### config.mk
export PLATFORM = sky130hd
export DESIGN_NAME = count_sampler_flat
export DESIGN_NICKNAME = d
export VERILOG_FILES = /design/src/rtl/count_sampler_if.sv /design/src/rtl/count_sampler.sv /design/src/flat_wrapper.sv
export SDC_FILE = /design/constraint.sdc
export NUM_CORES = 1
export LEC_CHECK = 0
export ABC_CLOCK_PERIOD_IN_PS = 2400
export CAP_MARGIN = 20
export CORE_AREA = 3 3 63 65
export DETAILED_ROUTE_END_ITERATION = 10
export DIE_AREA = 0 0 66 68
export PLACE_DENSITY = 0.74
export SYNTH_ARGS = -nofsm -noshare
export SYNTH_HDL_FRONTEND = slang
export SYNTH_SLANG_ARGS = --single-unit
### constraint.sdc
create_clock -name clk -period 2.4 [get_ports clk]
set_input_delay 0.48 -clock clk [delete_from_list [all_inputs] [get_ports clk]]
set_output_delay 0.48 -clock clk [all_outputs]
set_load 0.02 [all_outputs]
### src/rtl/count_sampler_if.sv
// count_sampler_if - stream/control bundle for count_sampler.
//   slave  : sampler side (consumes q/trig/out_ready/clr_ovf, drives results)
//   master : environment side (counter source + stream consumer)
//   q         8b   counter value from upstream
//   trig      1b   capture strobe
//   out_valid 1b   head entry available
//   out_ready 1b   consumer accepts head
//   out_data  8b   captured counter value at head
//   out_tag   4b   wrap count at capture time
//   level     $clog2(DEPTH)+1 bits, FIFO occupancy
//   overflow  1b   sticky drop flag
//   clr_ovf   1b   clears overflow
interface count_sampler_if #(
    parameter int DEPTH = 4
);
    localparam int LW = $clog2(DEPTH) + 1;

    logic [7:0]    q;
    logic          trig;
    logic          out_valid;
    logic          out_ready;
    logic [7:0]    out_data;
    logic [3:0]    out_tag;
    logic [LW-1:0] level;
    logic          overflow;
    logic          clr_ovf;

    modport slave (
        input  q, trig, out_ready, clr_ovf,
        output out_valid, out_data, out_tag, level, overflow
    );

    modport master (
        output q, trig, out_ready, clr_ovf,
        input  out_valid, out_data, out_tag, level, overflow
    );
endinterface

### src/rtl/count_sampler.sv
// count_sampler - captures the upstream counter value on trig into a small
// FIFO and streams samples out over valid/ready.
//   clk  : clock, rising edge
//   rst  : synchronous active-high reset
//   bus  : count_sampler_if.slave (q, trig, out_* stream, level, overflow, clr_ovf)
// Build option: COUNT_SAMPLER_WRAP_TAG_EN adds a wrap detector and stores a
// 4-bit wrap tag per entry; without it out_tag is tied to zero.
module count_sampler #(
    parameter int DEPTH     = 4,
    parameter int MAX_COUNT = 128
) (
    input  logic             clk,
    input  logic             rst,
    count_sampler_if.slave   bus
);
    localparam int AW = $clog2(DEPTH);
    localparam int LW = AW + 1;
`ifdef COUNT_SAMPLER_WRAP_TAG_EN
    localparam int EW = 12;
`else
    localparam int EW = 8;
`endif

    logic [EW-1:0] mem [DEPTH];
    logic [AW-1:0] wr_ptr, rd_ptr;
    logic [LW-1:0] level_r;
    logic          ovf_r;
    logic [EW-1:0] entry;

    logic full, pop, push, ovf_set;

    assign full    = (level_r == LW'(DEPTH));
    assign pop     = (level_r != '0) && bus.out_ready;
    // A full FIFO still accepts a push when the head leaves in the same cycle.
    assign push    = bus.trig && (!full || pop);
    assign ovf_set = bus.trig && full && !pop;

`ifdef COUNT_SAMPLER_WRAP_TAG_EN
    logic [7:0] prev_q;
    logic [3:0] wrap_cnt;
    logic       wrap_evt;

    // Only a MAX_COUNT -> 0 step counts; an upstream reset from any other
    // value lands on 0 without a wrap.
    assign wrap_evt = (prev_q == 8'(MAX_COUNT)) && (bus.q == 8'd0);
    // A wrap in the capture cycle is already reflected in the tag.
    assign entry    = {wrap_cnt + {3'b000, wrap_evt}, bus.q};

    always_ff @(posedge clk) begin
        if (rst) begin
            prev_q   <= 8'd0;
            wrap_cnt <= 4'd0;
        end else begin
            prev_q <= bus.q;
            if (wrap_evt) wrap_cnt <= wrap_cnt + 4'd1;
        end
    end

    assign bus.out_tag = mem[rd_ptr][11:8];
`else
    assign entry       = bus.q;
    assign bus.out_tag = 4'd0;
`endif

    // Storage is not reset; only pointers and occupancy define validity.
    always_ff @(posedge clk) begin
        if (!rst && push) mem[wr_ptr] <= entry;
    end

    always_ff @(posedge clk) begin
        if (rst) begin
            wr_ptr  <= '0;
            rd_ptr  <= '0;
            level_r <= '0;
            ovf_r   <= 1'b0;
        end else begin
            if (push) wr_ptr <= wr_ptr + AW'(1);
            if (pop)  rd_ptr <= rd_ptr + AW'(1);
            if (push && !pop)      level_r <= level_r + LW'(1);
            else if (pop && !push) level_r <= level_r - LW'(1);
            // Set has priority over clear.
            if (ovf_set)          ovf_r <= 1'b1;
            else if (bus.clr_ovf) ovf_r <= 1'b0;
        end
    end

    assign bus.out_valid = (level_r != '0);
    assign bus.out_data  = mem[rd_ptr][7:0];
    assign bus.level     = level_r;
    assign bus.overflow  = ovf_r;
endmodule
### src/flat_wrapper.sv
// flat-port wrapper written by rule: the top's interface ports become plain ports
module count_sampler_flat 
#(
    parameter int DEPTH     = 4,
    parameter int MAX_COUNT = 128
)
  (clk, rst, bus_q, bus_trig, bus_out_ready, bus_clr_ovf, bus_out_valid, bus_out_data, bus_out_tag, bus_level, bus_overflow);
  count_sampler_if #(.DEPTH(DEPTH)) bus_i ();
  input  logic clk;
  input  logic rst;
  input wire logic [$bits(bus_i.q)-1:0] bus_q;
  input wire logic [$bits(bus_i.trig)-1:0] bus_trig;
  input wire logic [$bits(bus_i.out_ready)-1:0] bus_out_ready;
  input wire logic [$bits(bus_i.clr_ovf)-1:0] bus_clr_ovf;
  output wire logic [$bits(bus_i.out_valid)-1:0] bus_out_valid;
  output wire logic [$bits(bus_i.out_data)-1:0] bus_out_data;
  output wire logic [$bits(bus_i.out_tag)-1:0] bus_out_tag;
  output wire logic [$bits(bus_i.level)-1:0] bus_level;
  output wire logic [$bits(bus_i.overflow)-1:0] bus_overflow;
  assign bus_i.q = bus_q;
  assign bus_i.trig = bus_trig;
  assign bus_i.out_ready = bus_out_ready;
  assign bus_i.clr_ovf = bus_clr_ovf;
  assign bus_out_valid = bus_i.out_valid;
  assign bus_out_data = bus_i.out_data;
  assign bus_out_tag = bus_i.out_tag;
  assign bus_level = bus_i.level;
  assign bus_overflow = bus_i.overflow;
  count_sampler #(.DEPTH(DEPTH), .MAX_COUNT(MAX_COUNT)) u_core (.clk(clk), .rst(rst), .bus(bus_i));
endmodule
Yosys cells after proc, flatten, opt, wreduce, memory -nomap -nowiden:

Memory sizes are Yosys's and may differ from the RTL's. A register that Yosys moved wholly into a read port is not among the register bits.
Index checks and enable logic that the tools add are counted.

* add/subtract/negate cells: 4
* eq/ne operators: 1
* mux-type cells: 8
* reduce and logical (&&, ||, !) cells: 15

Operators with widths (number)
* 1-bit logical AND: 7
* 3-bit two-way mux: 2
* 2-bit by 1-bit adder with 2-bit output (second input constant): 2
* 1-bit logical NOT: 4
* 1-bit two-way mux: 4
* 2-bit two-way mux: 2
* 2-bit nonzero test: 2
* 3-bit by 1-bit adder with 3-bit output (second input constant): 1
* 3-bit == test (second input constant): 1
* 3-bit nonzero test: 1
* 3-bit by 1-bit subtractor with 3-bit output (second input constant): 1
* 1-bit logical OR: 1

* register bits: 8
* bits in writable memories: 32
* input port bits: 13
* output and inout bits: 17
* memories: 1

Memory list
* u_core.mem: words 4, bits a word 8, read ports 1, clocked after memory_dff 1, write ports 1, RTL line count_sampler.sv:24 `logic [EW-1:0] mem [DEPTH];`

Depth between registers and ports, before layout:

Gate-level depths: netlist of the first run.

* depth in word-level cells: 8
* depth in mapped cells: 9
* gate-level depth less buffers: 9

Worst setup path after synthesis of the first run:

Ideal clock, no wire load.

* path type: register to register
* start point: reg u_core.level_r[0], in the netlist u_core.bus.level[0]
* end point: reg u_core.level_r[2], in the netlist u_core.bus.level[2]
* library setup time: 0.071 ns
* arrival time: 2.047 ns
* path slack: 0.282 ns
* stages on the path, launching flop included: 10
* path through: dfxtp_1 nor4b_2 nand2b_4 inv_2 ha_1 inv_1 fa_1 xor2_1 or3_1 a21oi_1

* longest elaborated chain between the ends: 7
* elaborated cells on any way between the ends: 15
* classes of those cells: add/sub: 2; eq/ne: 1; mux: 2; reduce/logical: 10

Ends and longest elaborated chain
* start, declared: RTL line count_sampler.sv:26 `logic [LW-1:0] level_r;`
* start signal, assigned: RTL line count_sampler.sv:79 `if (push && !pop) level_r <= level_r + LW'(1);`
* start signal, assigned: RTL line count_sampler.sv:80 `else if (pop && !push) level_r <= level_r - LW'(1);`
* parallel branches: the longest is 7 deep, another holds 3-bit by 1-bit subtractor with 3-bit output

Several ways; the timed one is not identified. The select of a mux whose other input is x is not followed.
A chain may end at the register's enable or synchronous reset.

Final worst setup path of the first run:

* start point: reg u_core.level_r[0], in the netlist u_core.bus.level[0]
* end point: out bus_out_valid

* longest elaborated chain between the ends: 1

Ends and longest elaborated chain
* 3-bit nonzero test: RTL line count_sampler.sv:87 `assign bus.out_valid = (level_r != '0);`
* end, declared: RTL line flat_wrapper.sv:15 `output wire logic [$bits(bus_i.out_valid)-1:0] bus_out_valid;`

Every way passes these cells.

==> impl_results.md, run 1 <==
* Status: completed
* Global-route wire length before repair at 4609 um
* Critical Path RT at 1920 ps
* Starting Density at 50.39%
* Hold/Removal Path Class: flip-flop to flip-flop
* PostCTS Resize Cnt at 8
* Simple-gate share of the synthesized area at 7.106%
* Final ANT Viol Nets at 0
* Final setup viols at 0
* Drt first pass iters at 4
* Max rail drop VDD at 0.0005758 V
* Fin cells at 186
* CP max FO at 7
* Slew at the pin closest to its max-slew limit at 488.5 ps
* Unrepaired setup endpoints after global routing: false
* Leakage at 0.0007920 uW
* Fmax at 445.5 MHz
* FP Rows at 21
* Cell Area, Placed at 0.002074 mm2
* Power Dens Cells at 993.4 mW/mm2
* Nets at 158
* Slew headroom at 67.02%
* Fin crit share at 93.54%
* Main combinational cell family by area after synthesis: multiplexers
* CTS Buffer Depth at 2
* Syn. warnings at 0
* Cell depth of the worst flop-to-flop path at 7
* Multiplexer share of the synthesized area at 12.60%
* Post-Synth XOR/XNOR Area at 2.051%
* TritonCTS clock tree: done
* Post-Synth Adder-Cell Area at 4.835%
* Vias in the first global route at 953
* Overall Global Routing Usage at 14.50%
* Overflow after GRT at 0
* Ratio of cells with drive above 1 in the final layout at 23.57%
* Place WS at -127.6 ps
* Post-synthesis instance area at 0.001708 mm2
* Clk root buf: clkbuf_4
* Clock Pin Slew Worst Setup and Hold Paths at 120 ps
* Post-Route WL at 2802 um
* DR vias at 910
* Tmin final at 2245 ps
* Worst-Skew Late Latency at 330 ps
* Initial antenna violation count at 0
* Vias per cell at 4.892
* Die footprint at 0.004488 mm2
* Final instance area at 0.002171 mm2
* Netlist cell types at 27
* Nature of the critical path startpoint: flip-flop
* Postcts setup bufs at 0
* Number of port buffers at 25
* Clock Sink Count at 42
* # hold bufs at CTS at 0
* Placed Cells at 178
* Antenna Cells at 0
* Cells after synthesis at 99
* Critical path class: flip-flop to output port
* IO Pins at 30
* Post-synthesis sequential area ratio at 67.99%
* Synthesis-to-finish area growth at 27.11%
* Final hold violation count at 0
* Synth Area in Compound Gates at 1.832%
* Residual DRC at 0
* Hpwl dp at 2131 um
* Clock buffer count from CTS at 5
* Routed WL per cell at 15.06 um
* CP Data Arrival Time at 1760 ps
* Synthesized area per cell at 17.25 um2
* Cells on Worst Hold Path at 2
* Die span in y at 68 um
* Clock Skew at 6.736 ps
* DR iter-0 viols at 65
* Max-slew violations at 0
* Routability cong. at 0.7261
* Core Footprint at 0.003390 mm2
* Max Cap Violations at 0
* Htree depth at 2
* Setup TNS at 0 ps
* Crit path capture type: output port
* Worst setup margin at 155.1 ps
* Yosys reg bits at 42
* Die Wd at 66 um
* Largest net degree at the start of global routing at 15
-- registers in the layout (all words and copies together), names as in the netlist, named ones only --
register             flops
u_core.bus.level         3
u_core.rd_ptr            2
u_core.mem              32
u_core.wr_ptr            2
u_core.bus.overflow      1
-- worst paths after layout --
kind | from | endpoint | slack [ps]
worst min-delay path | u_core.wr_ptr[1] | u_core.wr_ptr[1] | 540
worst max-delay path | u_core.bus.level[0] | bus_out_valid | 160
worst min register to register | u_core.wr_ptr[1] | u_core.wr_ptr[1] | 540
worst max register to register | u_core.bus.level[0] | u_core.bus.level[2] | 320
-- layout make-up --
| cell class | count | area [um2] |
|---|---|---|
| timing repair buffer | 37 | 330.3 |
| tap | 46 | 57.56 |
| fill | 255 | 1219 |
| multi-input combinational | 49 | 500.5 |
| sequential | 42 | 1161 |
| inverter | 4 | 15.01 |
| clock inverter | 3 | 68.82 |
| clock buffer | 5 | 37.54 |
-- power breakdown --
part	internal [uW]	switching (uW)
clock	326	212
sequential	857	75.3
combinational	361	326
-- metrics by stage --
stage / total power [uW] / util (%) / hold slack [ps]
3_3_place_gp: 1656 / 61.20 / 498.0
3_5_place_dp: 1685 / 61.20 / 525.5
4_1_cts: 2191 / 64.05 / 545.0
2_1_floorplan: 1372 / - / 480.7
5_1_grt: 2288 / 64.05 / 589.0
6_report: 2157 / 64.05 / 539.7
-- cell usage in the layout (no fill, tap or decap), drive strengths merged, types with 5 or more instances in the layout --
| cell | Yosys | layout |
|---|---|---|
| clkbuf | 1 | 5 |
| mux4 | 8 | 8 |
| buf | 6 | 12 |
| ha | 5 | 5 |
| dfxtp | 10 | 10 |
| edfxtp | 32 | 32 |
| nor2 | 8 | 8 |
| dlygate4sd2 | 0 | 8 |
| clkdlybuf4s50 | 0 | 17 |
-- critical path: stages (launching register included) --
cell and delay [ps]:
dfxtp_1 420, or3_2 470, clkdlybuf4s50_1 540
-- per-layer routing --
metal  track usage (%)  routed length (um)  share of wire (%)
met5                 0                   0                  0
met4             5.330                  43                1.5
met3             3.941                 156                5.6
met2             25.16                1519                 54
met1             17.43                1082                 39
-- cell families after synthesis --
logic type,after synthesis
other,1
adders and majority gates,6
and+or+nand+nor,19
buffers and inverters,11
DFF,42
AOI/OAI and AO/OA,5
muxes,11
xor gates and xnor gates,4
-- synthesized netlist by cell type (all sizes together) --
library cell	number	area (um2)
fa	1	20.02
clkbuf	1	3.750
nor3b	4	30.03
nand2b	3	26.27
edfxtp	32	960.9
conb	1	3.750
ha	5	62.56
mux4	8	180.2
buf	6	38.78
o311ai	1	8.760
mux2i	2	20.02
inv	4	15.01
o21ai	1	5.000
nor2b	1	6.260
xor2	4	35.03
nor4b	1	15.01
a21oi	2	10.01
dfxtp	10	200.2
nor2	8	30.03
mux2	1	15.01
o31ai	1	7.510
or3	2	13.77
No activity file was read; power rests on OpenSTA's default activity.
==> inputs of run 2 (changes only) <==
Settings changed: CORE_AREA 3 3 63 65 to 3 3 65 67, CTS_CLUSTER_SIZE set to 10, DIE_AREA 0 0 66 68 to 0 0 68 70, PLACE_DENSITY 0.74 to 0.7.
==> impl_results.md, run 2 (same netlist as run 1, synthesis figures left out) <==
* Status: completed
* Core Footprint at 0.003689 mm2
* Worst-Skew Late Latency at 290 ps
* Final ANT Viol Nets at 0
* Vias in the first global route at 984
* Critical path class: flip-flop to output port
* Leakage at 0.0008078 uW
* Critical Path RT at 1920 ps
* Clock Pin Slew Worst Setup and Hold Paths at 70 ps
* Nature of the critical path startpoint: flip-flop
* Initial antenna violation count at 0
* Crit-path cells: buf_4, mux4_2, clkdlybuf4s50_1
* Antenna Cells at 0
* Hold/Removal Path Class: flip-flop to flip-flop
* # hold bufs at CTS at 0
* Final hold violation count at 0
* CP max FO at 4
* Die Wd at 68 um
* Slowest cell on crit path: clkdlybuf4s50_1
* Clk root buf: clkbuf_8
* Die span in y at 70 um
* Htree depth at 2
* Met1 Usage GRT at 15.26%
* Footprint of the multi-input gates at 500.5 um2
* Clock Skew at 7.694 ps
* Overall Global Routing Usage at 12.66%
* CTS Buffer Depth at 2
* Max-slew violations at 0
* Routed WL per cell at 14.07 um
* Vias per cell at 4.920
* DR iter-0 viols at 36
* Routability cong. at 0.7898
* Ratio of cells with drive above 1 in the final layout at 22.86%
* TritonCTS clock tree: done
* Post-layout util at 59.40%
* Drt first pass iters at 3
* Number of fill cells at 313
* Max Cap Violations at 0
* Post-Route WL at 2646 um
* Largest net degree at the start of global routing at 13
* Clock Sink Count at 42
* Nets at 158
* Most Used Layer, Global Route: met2
* Clock buffer count from CTS at 5
* Met3 Usage GRT at 3.859%
* Tmin final at 2335 ps
* Commonest non-fill, non-tap cell in the layout: edfxtp_1
* Final setup viols at 0
* DR vias at 925
* Max rail drop VDD at 0.0007342 V
* FF+latch area at 0.001162 mm2
* IO Pins at 30
* Global-route wire length before repair at 4436 um
* Fmax at 428.2 MHz
* Worst hold slack at 524.7 ps
* Setup TNS at 0 ps
* Number of port buffers at 25
* Starting Density at 46.30%
* Power Dens Cells at 997.5 mW/mm2
* Critical path buffer and inverter count at 2
* Met2 Track Usage GR at 20.56%
* Postcts setup bufs at 0
* Crit path capture type: output port
* Slowest Stage Delay on Critical Path at 560 ps
* Top reg by flops: u_core.mem
* Synthesis-to-finish area growth at 28.28%
* Worst reg2reg setup slack at 300 ps
* CP Data Arrival Time at 1860 ps
* Overflow after GRT at 0
* Fin crit share at 97.30%
* Hpwl dp at 1918 um
* FP Rows at 22
* Flip-flop count of the largest register, all copies and words added at 32
* Commonest cells after routing, fill and taps aside: edfxtp_1, clkdlybuf4s50_1, buf_4
* Residual DRC at 0
* Unrepaired setup endpoints after global routing: false
* Critical path's top delay family: buffers and inverters
* Die footprint at 0.004760 mm2
run 2: final timing paths:
| check | cells after the start | end | start |
|---|---|---|---|
| min reg2reg | 2 | u_core.wr_ptr[1] | u_core.wr_ptr[1] |
| min | 2 | u_core.wr_ptr[1] | u_core.wr_ptr[1] |
| max reg2reg | 7 | u_core.bus.level[2] | u_core.bus.level[0] |
| max | 3 | bus_out_data[6] | flip-flop |
run 2: timing repair:
action | 4_1_cts | 5_1_grt
endpoints found under the setup margin | 6 | 3
gates resized for setup | 2 | 3
endpoints found under the hold margin | 0 | 0
run 2: metal layers:
metal | part of all wire [%] | vias up | wire (um)
met5 | 0 | - | 0
met4 | 1.7 | 0 | 44
met3 | 5.2 | 5 | 138
met2 | 51 | 22 | 1359
met1 | 42 | 459 | 1104
li1 | - | 439 | -
run 2: layout make-up:
type                    instances  share of cell area, %
multi-input cells              49                  22.84
clock buffers                   7                  3.484
flip-flops and latches         42                  53.06
repair buffers                 37                  15.82
inverters                       4                 0.6853
well taps                      48                  2.741
clock inverters                 1                  1.371
run 2: worst min-delay path, stage by stage, from the launching register on:
cell      delay [ps]
dfxtp_1          340
nand2b_1          80
mux2i_1           60
run 2: where the power goes:
group | internal [uW] | leakage (uW) | switching [uW]
registers | 860 | 0.000373 | 84.9
logic | 396 | 0.000382 | 317
clock network | 311 | 0.0000524 | 217
total | 1570 | 0.000808 | 619
run 2: metrics by stage:
| stage | total power, uW | setup slack, ps | instances | cell area (um2) |
|---|---|---|---|---|
| global route | 2308 | 2.610 | 188 | 2191 |
| floorplan | 1372 | 282.3 | 102 | 1719 |
| detailed placement | 1686 | -116.8 | 180 | 2077 |
| CTS | 2214 | 11.43 | 188 | 2183 |
| finish | 2185 | 64.71 | 188 | 2191 |
| global placement | 1672 | -70.55 | 180 | 2077 |
==> inputs of run 3 (changes only) <==
Settings changed: SETUP_SLACK_MARGIN set to 0.4.
==> impl_results.md, run 3 (same netlist as run 1, synthesis figures left out) <==
* Residual DRC at 0
* # hold bufs at CTS at 0
* Final hold violation count at 0
* Clock buffer count from CTS at 5
* CP Data Arrival Time at 2160 ps
* Initial antenna violation count at 0
* Largest net degree at the start of global routing at 14
* Fin crit share at 80.80%
* Die Wd at 68 um
* Global-route wire length before repair at 4422 um
* Place WS at -195.3 ps
* Nature of the critical path startpoint: flip-flop
* Htree depth at 2
* Vias in the first global route at 941
* Clock Sink Count at 42
* Commonest non-fill, non-tap cell in the layout: edfxtp_1
* Vias per cell at 4.864
* Top reg by flops: u_core.mem
* Synthesis-to-finish area growth at 30.04%
* Final setup viols at 0
* Ratio of cells with drive above 1 in the final layout at 35.66%
* Hpwl dp at 1950 um
* Die span in y at 70 um
* Power Dens Cells at 1016 mW/mm2
* Fmax at 515.6 MHz
* DR iter-0 viols at 70
* Starting Density at 46.30%
* TritonCTS clock tree: done
* Worst-Skew Late Latency at 290 ps
* Drt first pass iters at 4
* Unrepaired setup endpoints after global routing: true
* Max-slew violations at 0
* Die footprint at 0.004760 mm2
* Core Footprint at 0.003689 mm2
* Critical path class: flip-flop to flip-flop
* Clk root buf: clkbuf_8
* Number of port buffers at 25
* FP Rows at 22
* Post-Route WL at 2847 um
* Fin cells at 191
* Nets at 161
* Max Cap Violations at 0
* Worst setup margin at 460.7 ps
* Critical Path RT at 2620 ps
* Overflow after GRT at 0
* Final ANT Viol Nets at 0
* Crit path capture type: flip-flop
* DR vias at 929
* CP max FO at 7
* Placed Cells at 179
* CTS Buffer Depth at 2
* Antenna Cells at 0
* Commonest cells after routing, fill and taps aside: edfxtp_1, clkdlybuf4s50_1, buf_4
* Number of fill cells at 294
* Tmin final at 1939 ps
* Hold/Removal Path Class: flip-flop to flip-flop
* Clock Pin Slew Worst Setup and Hold Paths at 70 ps
* Leakage at 0.0008013 uW
* Max rail drop VDD at 0.0008584 V
* Routed WL per cell at 14.91 um
* Clock Skew at 2.570 ps
* Overall Global Routing Usage at 12.86%
* Routability cong. at 0.8199
* IO Pins at 30
* Status: completed
* Flip-flop count of the largest register, all copies and words added at 32
==> run 3: report_power, final <==
part           internal (uW)  switching [uW]
logic                    399             355
clock network            310             228
registers                872            91.8
==> run 3: through the flow <==
| stage | TNS (ps) | util, % | instance area (um2) | power [uW] | hold WS [ps] |
|---|---|---|---|---|---|
| floorplan | 0 | - | 1728 | 1384 | 480.7 |
| global placement | -83.10 | 56.34 | 2078 | 1678 | 496.8 |
| detailed placement | -253.6 | 56.34 | 2078 | 1698 | 508.2 |
| CTS | 0 | 58.75 | 2167 | 2206 | 536.2 |
| global route | 0 | 60.21 | 2221 | 2374 | 580.7 |
| finish | 0 | 60.21 | 2221 | 2256 | 544.0 |
==> run 3: final cells by class <==
cell class,count,area [um2],share of cell area [%]
timing repair buffer,40,319.1,14.37
multi-input combinational,49,541.8,24.39
sequential,42,1172,52.79
inverter,4,17.52,0.7887
clock buffer,6,72.57,3.268
clock inverter,2,37.54,1.690
tap,48,60.06,2.704
==> run 3: worst paths after layout <==
check | from | endpoint | slack [ps] | cells after the start
hold / removal | u_core.wr_ptr[1] | u_core.wr_ptr[1] | 540 | 2
setup reg to reg | u_core.bus.level[2] | u_core.bus.level[2] | 460 | 9
setup / recovery | u_core.bus.level[2] | u_core.bus.level[2] | 460 | 9
hold reg to reg | u_core.wr_ptr[1] | u_core.wr_ptr[1] | 540 | 2
==> run 3: routing by layer <==
metal,up-vias,routed length [um],GRT usage (%)
li1,446,-,-
met1,449,1116,14.96
met2,28,1473,20.77
met3,6,212,4.984
met4,0,45,5.298
met5,-,0,0
==> run 3: worst max-delay path, cell delays in order (launching register included) <==
cell      delay [ps]
dfxtp_4          370
nor4b_4          130
nand2b_4         150
inv_4             70
ha_4             130
inv_1             50
fa_2             330
xor2_1           160
or3_1            360
a21oi_2          120
==> run 3: what timing repair did <==
action	in CTS	in global routing
pin swaps	0	5
resized for setup	38	10
setup buffers	0	4
setup endpoints to repair	11	7
endpoints found under the hold margin	0	0
